File: src/rtl/piso_serializer_v2.sv
// Parallel-in/serial-out serializer with a valid/ready input, a one-word hold
// register for gapless streaming, per-word bit order and a programmable bit period.
//
// state   | meaning
// --------+--------------------------------------------------------------
// S_IDLE  | line parked at IDLE_LEVEL, shift register empty
// S_SHIFT | a word is on the line; hold register may hold the next word
module piso_serializer_v2 #(
    parameter int   DATA_WIDTH = 8,
    parameter int   DIV_WIDTH  = 8,
    parameter logic IDLE_LEVEL = 1'b1
) (
    input  logic                  clk,
    input  logic                  rst,
    input  logic                  valid,
    input  logic [DATA_WIDTH-1:0] data_in,
    input  logic                  msb_first,
    input  logic [DIV_WIDTH-1:0]  clk_div,
    output logic                  ready,
    output logic                  srl_out,
    output logic                  tx_active,
    output logic                  word_done
);

    localparam int BW = $clog2(DATA_WIDTH);
    localparam logic [BW-1:0]        BIT_LAST = BW'(DATA_WIDTH - 1);
    localparam logic [BW-1:0]        BIT_ONE  = BW'(1);
    localparam logic [DIV_WIDTH-1:0] PER_ONE  = DIV_WIDTH'(1);

    typedef enum logic {
        S_IDLE,
        S_SHIFT
    } state_t;

    state_t                r_state;
    logic [DATA_WIDTH-1:0] r_shift;
    logic                  r_msb;
    logic [DIV_WIDTH-1:0]  r_div;
    logic [BW-1:0]         r_bit_cnt;
    logic [DIV_WIDTH-1:0]  r_per_cnt;
    logic [DATA_WIDTH-1:0] r_hold_data;
    logic                  r_hold_msb;
    logic [DIV_WIDTH-1:0]  r_hold_div;
    logic                  r_hold_full;
    logic                  r_srl;
    logic                  r_tx_active;

    logic w_xfer;
    logic w_period_end;
    logic w_last;

    assign w_xfer       = valid & ~r_hold_full;
    assign w_period_end = (r_per_cnt == r_div);
    assign w_last       = (r_state == S_SHIFT) && (r_bit_cnt == BIT_LAST) && w_period_end;

    function automatic logic get_bit(input logic [DATA_WIDTH-1:0] word,
                                     input logic                  msb,
                                     input logic [BW-1:0]         idx);
        get_bit = msb ? word[BIT_LAST - idx] : word[idx];
    endfunction

    always_ff @(posedge clk or negedge rst) begin
        if (!rst) begin
            r_state     <= S_IDLE;
            r_shift     <= '0;
            r_msb       <= 1'b0;
            r_div       <= '0;
            r_bit_cnt   <= '0;
            r_per_cnt   <= '0;
            r_hold_data <= '0;
            r_hold_msb  <= 1'b0;
            r_hold_div  <= '0;
            r_hold_full <= 1'b0;
            r_srl       <= IDLE_LEVEL;
            r_tx_active <= 1'b0;
        end else begin
            case (r_state)
                S_IDLE: begin
                    if (w_xfer) begin
                        r_state     <= S_SHIFT;
                        r_tx_active <= 1'b1;
                        r_shift     <= data_in;
                        r_msb       <= msb_first;
                        r_div       <= clk_div;
                        r_bit_cnt   <= '0;
                        r_per_cnt   <= '0;
                        r_srl       <= get_bit(data_in, msb_first, '0);
                    end
                end
                S_SHIFT: begin
                    if (w_last) begin
                        r_bit_cnt <= '0;
                        r_per_cnt <= '0;
                        // Next word comes from hold first; a fresh transfer can only land when hold is empty
                        if (r_hold_full) begin
                            r_shift     <= r_hold_data;
                            r_msb       <= r_hold_msb;
                            r_div       <= r_hold_div;
                            r_hold_full <= 1'b0;
                            r_srl       <= get_bit(r_hold_data, r_hold_msb, '0);
                        end else if (w_xfer) begin
                            r_shift <= data_in;
                            r_msb   <= msb_first;
                            r_div   <= clk_div;
                            r_srl   <= get_bit(data_in, msb_first, '0);
                        end else begin
                            r_state     <= S_IDLE;
                            r_tx_active <= 1'b0;
                            r_srl       <= IDLE_LEVEL;
                        end
                    end else begin
                        if (w_period_end) begin
                            r_per_cnt <= '0;
                            r_bit_cnt <= r_bit_cnt + BIT_ONE;
                            r_srl     <= get_bit(r_shift, r_msb, r_bit_cnt + BIT_ONE);
                        end else begin
                            r_per_cnt <= r_per_cnt + PER_ONE;
                        end
                        if (w_xfer) begin
                            r_hold_data <= data_in;
                            r_hold_msb  <= msb_first;
                            r_hold_div  <= clk_div;
                            r_hold_full <= 1'b1;
                        end
                    end
                end
                default: begin
                    r_state     <= S_IDLE;
                    r_tx_active <= 1'b0;
                    r_srl       <= IDLE_LEVEL;
                end
            endcase
        end
    end

    assign ready     = ~r_hold_full;
    assign srl_out   = r_srl;
    assign tx_active = r_tx_active;
    assign word_done = w_last;

endmodule

File: config.mk
export PLATFORM = sky130hd
export DESIGN_NAME = piso_serializer_v2
export DESIGN_NICKNAME = d
export VERILOG_FILES = /design/src/rtl/piso_serializer_v2.sv
export SDC_FILE = /design/constraint.sdc
export NUM_CORES = 1
export LEC_CHECK = 0
export CAP_MARGIN = 10
export CORE_AREA = 2 2 77 79
export DETAILED_ROUTE_END_ITERATION = 8
export DIE_AREA = 0 0 79 81
export PLACE_DENSITY = 0.65
export SLEW_MARGIN = 5
export SYNTH_ARGS = -nofsm -noshare
export SYNTH_HDL_FRONTEND = slang
export SYNTH_SLANG_ARGS = --single-unit
export TNS_END_PERCENT = 50
File: constraint.sdc
create_clock -name clk -period 2.5 [get_ports clk]
set_input_delay 0.5 -clock clk [delete_from_list [all_inputs] [get_ports clk]]
set_output_delay 0.5 -clock clk [all_outputs]
set_load 0.01 [all_outputs]
; Word level (Yosys, flattened, before mapping)
; Index checks and enable logic that the tools add are counted.
[op_classes]
n_bitwise = 4
reduce_logical = 7
add_sub_neg = 3
eq_ne = 7
n_lt_le_gt_ge = 2
mux = 43
[op_table]
columns = cell, n
row1 = $mux 8, 9
row2 = $pmux 8 s2, 3
row3 = $mux 1, 21
row4 = $mux 3, 3
row5 = $add 8x1->8 const B, 1
row6 = $eq 8x8->1, 1
row7 = $lt 3x4->1 const B, 2
row8 = $ne 2x2->1 const B, 4
row9 = $pmux 1 s2, 4
row10 = $bmux 1 s3, 2
row11 = $pmux 3 s2, 1
row12 = $reduce_and 2->1, 2
row13 = $reduce_and 4->1, 1
row14 = $add 3x1->3 const B, 1
row15 = $eq 3x3->1 const B, 1
row16 = $ne 3x2->1 const B, 1
row17 = $not 1->1, 3
row18 = $reduce_and 3->1, 1
row19 = $sub 3x3->3 const A, 1
row20 = $logic_and 1x1->1, 2
row21 = $reduce_bool 2->1, 1
row22 = $and 1x1->1, 1
[word_totals]
regBits = 49
elab_cells = 78
input_bits = 20

; Longest topological paths before layout
[depth]
word_depth = 8
depth_mapped = 8
ltp_nobuf = 6

; Worst setup path before layout
; No wires, ideal clock.
[synth_path]
kind = reg-to-reg
start = register r_bit_cnt[1]
end = register r_srl (netlist: srl_out)
path_stages_with_launch = 8
slack_ns = 0.246
arrival_time_ns = 2.170
period_less_slack_ns = 2.254
cell_sequence = dfrtp_1 ha_1 clkbuf_1 mux4_2 and3b_1 nor4_1 o21ai_0 a221o_1
[synth_via]
elab_chain_len = 8
word_cells_on_any_way = 15
[synth_lines]
columns = item, line_no
row1 = start: declaration, 39  ; logic [BW-1:0] r_bit_cnt;
row2 = start signal: assignment, 114  ; r_bit_cnt <= r_bit_cnt + BIT_ONE;
row3 = $add 3x1->3, 115  ; r_srl <= get_bit(r_shift, r_msb, r_bit_cnt + BIT_ONE);
row4 = $sub 3x3->3, 59  ; get_bit = msb ? word[BIT_LAST - idx] : word[idx];
row5 = $bmux 1 s3, 59
row6 = $mux 1 (implied by the code), 59
row7 = $mux 1, 59
row8 = $mux 1, 112  ; if (w_period_end) begin
row9 = $mux 1, 91  ; if (w_last) begin
row10 = $pmux 1 s2, 77  ; case (r_state)
row11 = end signal: assignment, 87  ; r_srl <= get_bit(data_in, msb_first, '0);
row12 = end signal: assignment, 100  ; r_srl <= get_bit(r_hold_data, r_hold_msb, '0);
row13 = end signal: assignment, 115
row14 = end: declaration, 45  ; logic r_srl;
; Several ways; a longest one is shown, not always the timed one. The select of a mux whose other input is x is not followed.
; A chain may end at the register's enable or synchronous reset.

; Worst setup path after layout
[layout_path]
start = register r_per_cnt[1]
end = output word_done
[layout_via]
elab_chain_len = 2
[layout_lines]
columns = item, line_no
row1 = start: declaration, 40  ; logic [DIV_WIDTH-1:0] r_per_cnt;
row2 = start signal: assignment, 117  ; r_per_cnt <= r_per_cnt + PER_ONE;
row3 = $eq 8x8->1, 53  ; assign w_period_end = (r_per_cnt == r_div);
row4 = $logic_and 1x1->1, 54  ; assign w_last = (r_state == S_SHIFT) && (r_bit_cnt == BIT_LAST) && w_period_end;
row5 = end: declaration, 22  ; output logic word_done
; No other way between the ends.

==> results.yml <==
yosys:
  synthFlopType: "dfrtp_1"
  synthAdderAreaFrac: 0.0151
  synth_area_mm2: 0.00249
  synthSimpleGateAreaFrac: 0.0885
  muxShareOfSynthArea: 0.123
  ys_ff_latch: 49
  synth_edf_count: 0
  synth_warnings: 0
  netlist_instances: 206
  synth_area_per_cell_um2: 12.1
  synth_compound_area_frac: 0.212
  synth_async_sr_flop_share: 1.00
  synth-xor-area-share: 0.0423
  synth_cell_types: 44
  synth_nets: 229
  ys_seq_area_frac: 0.493
  synth_top_family_by_area: "compound AO/OA/AOI/OAI gates"
layout:
  fill_cells: 525
  diodes: 0
  layout.nets: 264
  multi_input_area_mm2: 0.00123
  finalInstanceArea_mm2: 0.00301
  stdcell_count: 317
  regArea_mm2: 0.00123
  drive_gt1_frac: 0.256
  utilization: 0.531
  syn_to_final_growth_pct: 21.1
critical_path:
  cp_slowest_stage_delay_ns: 0.44
  critical_path.cell_chain: "xnor2_2, nand4_2, nor2_1, and3_1, dlygate4sd2_1"
  critPathKind: "reg -> out"
  reg2regPathDepth: 8
  cp.required_ns: 2.00
  cp_slowest_cell: "dfrtp_1"
  cp_data_arrival_time_ns: 1.77
  end_kind: "output port"
  cp_max_fo: 4
  cp-start-kind: "flop"
global_route:
  grt.total_usage: 0.172
  overflow: 0
  grt_pass1_wl_um: 8460
  grt_pass1_vias: 1745
  antenna_found_initial: 0
  grt_max_degree: 50
pwr:
  p_int_mw: 1.74
  p_total_mw: 2.50
  clkPwrFrac: 0.239
  power_density_mw_per_mm2: 831
  p_sw_frac: 0.305
  seqPwrFrac: 0.444
  pwr-share-comb: 0.317
  peakVddDrop_uv: 473
  p_sw_mw: 0.763
  leakage_nw: 1.27
sta:
  hold_viol: 0
  worst_slew_margin_rel: 0.576
  fin_crit_sh: 0.906
  period_needed_ns: 2.27
  rsz0062_at_grt: "no"
  max_slew.worst_pin.slew_ns: 0.636
  timing.final.ws_setup_ns: 0.235
  fmax_ghz: 0.441
  tns_ns: 0
  fin_skew_ns: 0.0113
  whs_ns: 0.275
  setup_viol_count_final: 0
  drv_slew: 0
die:
  io_pins: 24
  die_x_um: 79
  die-area_mm2: 0.00640
  rows: 28
  core_mm2: 0.00568
  start_util: 0.438
  die_h_um: 81
clocking:
  cts_tree: "yes"
  clock_sinks: 49
  numCtsBuffers: 5
  clk_pin_slew_worst_paths_ns: 0.09
  htree_levels: 2
  holdBufCountCts: 0
  clk_latency_ns: 0.31
  cts-root-buf: "clkbuf_8"
  clk_path_buf_depth: 2
route:
  drc_errors: 0
  ant_nets: 0
  drt_iter0_drc: 58
  vias_per_cell: 5.63
  post_drt_wl_per_cell_um: 16.2
  vias: 1784
  dr.pass1.iters: 4
  drt-total-wl_um: 5140
outcome:
  status: "finished clean"
placement:
  port_buffers: 23
  dpl_cell_area_mm2: 0.00285
  gp_congestion: 0.815
  place_ws_ns: 0.267
  dp_cells: 307
  dp_hpwl_um: 3640
run:
  maxCapViolCount: 0
worst_hold_path:
  hold_path_class: "in -> async"
-- routing by layer --
| metal | global-route usage | up-vias | wire length [µm] |
|---|---|---|---|
| met5 | 0 | - | 0 |
| met2 | 0.286 | 27 | 2410 |
| li1 | - | 861 | - |
| met1 | 0.233 | 888 | 2480 |
| met4 | 0.0621 | 0 | 87 |
| met3 | 0.0244 | 8 | 151 |
-- worst max-delay path, delay by kind of cell (launching register included) --
kind                   cells  cell delay [ns]
buffers and inverters      1             0.27
flip-flops                 1             0.44
XOR/XNOR                   1             0.20
AND/OR/NAND/NOR            3             0.55
-- final timing paths --
path	start	end	slack, ns
worst max-delay path	r_per_cnt[1]$_DFFE_PN0P_	word_done	0.23
worst min-delay path	rst	r_per_cnt[3]$_DFFE_PN0P_	0.28
min in group clk	r_hold_data[2]$_DFFE_PN0P_	r_hold_data[2]$_DFFE_PN0P_	0.51
worst max register to register	r_bit_cnt[1]$_DFFE_PN0P_	r_hold_data[0]$_DFFE_PN0P_	0.39
worst min register to register	r_hold_data[2]$_DFFE_PN0P_	r_hold_data[2]$_DFFE_PN0P_	0.51
max in group asynchronous	rst	r_hold_data[0]$_DFFE_PN0P_	1.78
-- power groups by stage --
stage,registers (mW),logic (mW),clock network (mW)
4_1_cts,1.11,0.796,0.615
6_report,1.11,0.794,0.598
5_1_grt,1.14,0.870,0.642
3_3_place_gp,1.11,0.732,0
3_5_place_dp,1.12,0.747,0
2_1_floorplan,1.09,0.552,0
-- repair_timing --
action	CTS	global route
resized for setup	5	0
hold endpoints to repair	0	0
endpoints found under the setup margin	1	0
setup buffers	2	0
-- flip-flops by register name (all words and copies together) (netlist names), 3 cells and up --
name         flops
r_hold_data      8
r_div            8
r_shift          8
r_hold_div       8
r_per_cnt        8
r_bit_cnt        3
-- cell usage in the layout, fill, tap and decap left out, drive strengths merged, types with 7 or more instances in the layout --
| cell | netlist | routed |
|---|---|---|
| nand2 | 8 | 8 |
| o21ai | 8 | 8 |
| nor2 | 7 | 7 |
| o22ai | 17 | 17 |
| a2bb2oi | 16 | 16 |
| buf | 4 | 16 |
| clkdlybuf4s50 | 0 | 21 |
| xnor2 | 11 | 11 |
| mux2i | 7 | 7 |
| mux2 | 17 | 17 |
| dfrtp | 48 | 48 |
-- cell type report --
cell class                      count  share of cell area
Multi-Input combinational cell    145               0.407
Clock buffer                        6              0.0274
Tap cell                           75              0.0311
Timing Repair Buffer               38               0.112
Inverter                            2             0.00249
Sequential cell                    49               0.407
Clock inverter                      2              0.0125
-- synth_stat cells (2+ instances only) --
cell	instances	area share
nor2_1	6	0.0091
nor4_1	2	0.0050
nand2_1	8	0.012
ha_1	3	0.015
clkbuf_1	6	0.0091
a2bb2oi_1	9	0.032
a22o_1	3	0.011
a21boi_0	2	0.0060
a211oi_1	2	0.0060
nand2b_1	3	0.0075
mux4_2	2	0.018
o21ai_0	8	0.016
and4_1	2	0.0070
xnor2_1	11	0.039
a21oi_1	6	0.012
inv_1	2	0.0030
buf_6	2	0.0091
a31oi_1	3	0.0075
mux2i_1	7	0.028
nand3_1	4	0.0080
a2bb2oi_2	7	0.042
and3_1	5	0.013
o22ai_1	17	0.043
mux2_2	17	0.077
dfrtp_1	48	0.48
a31o_2	2	0.0070
buf_2	2	0.0040
-- cells by family (layout without fill, tap and decap cells) --
logic type,Yosys count,after routing
simple gates,39,39
flops,49,49
xor+xnor,12,12
buf+inv,12,48
mux,26,26
compound gates,65,65
fa+ha+maj,3,3
Note: power is estimated with default switching activity, not from simulation.
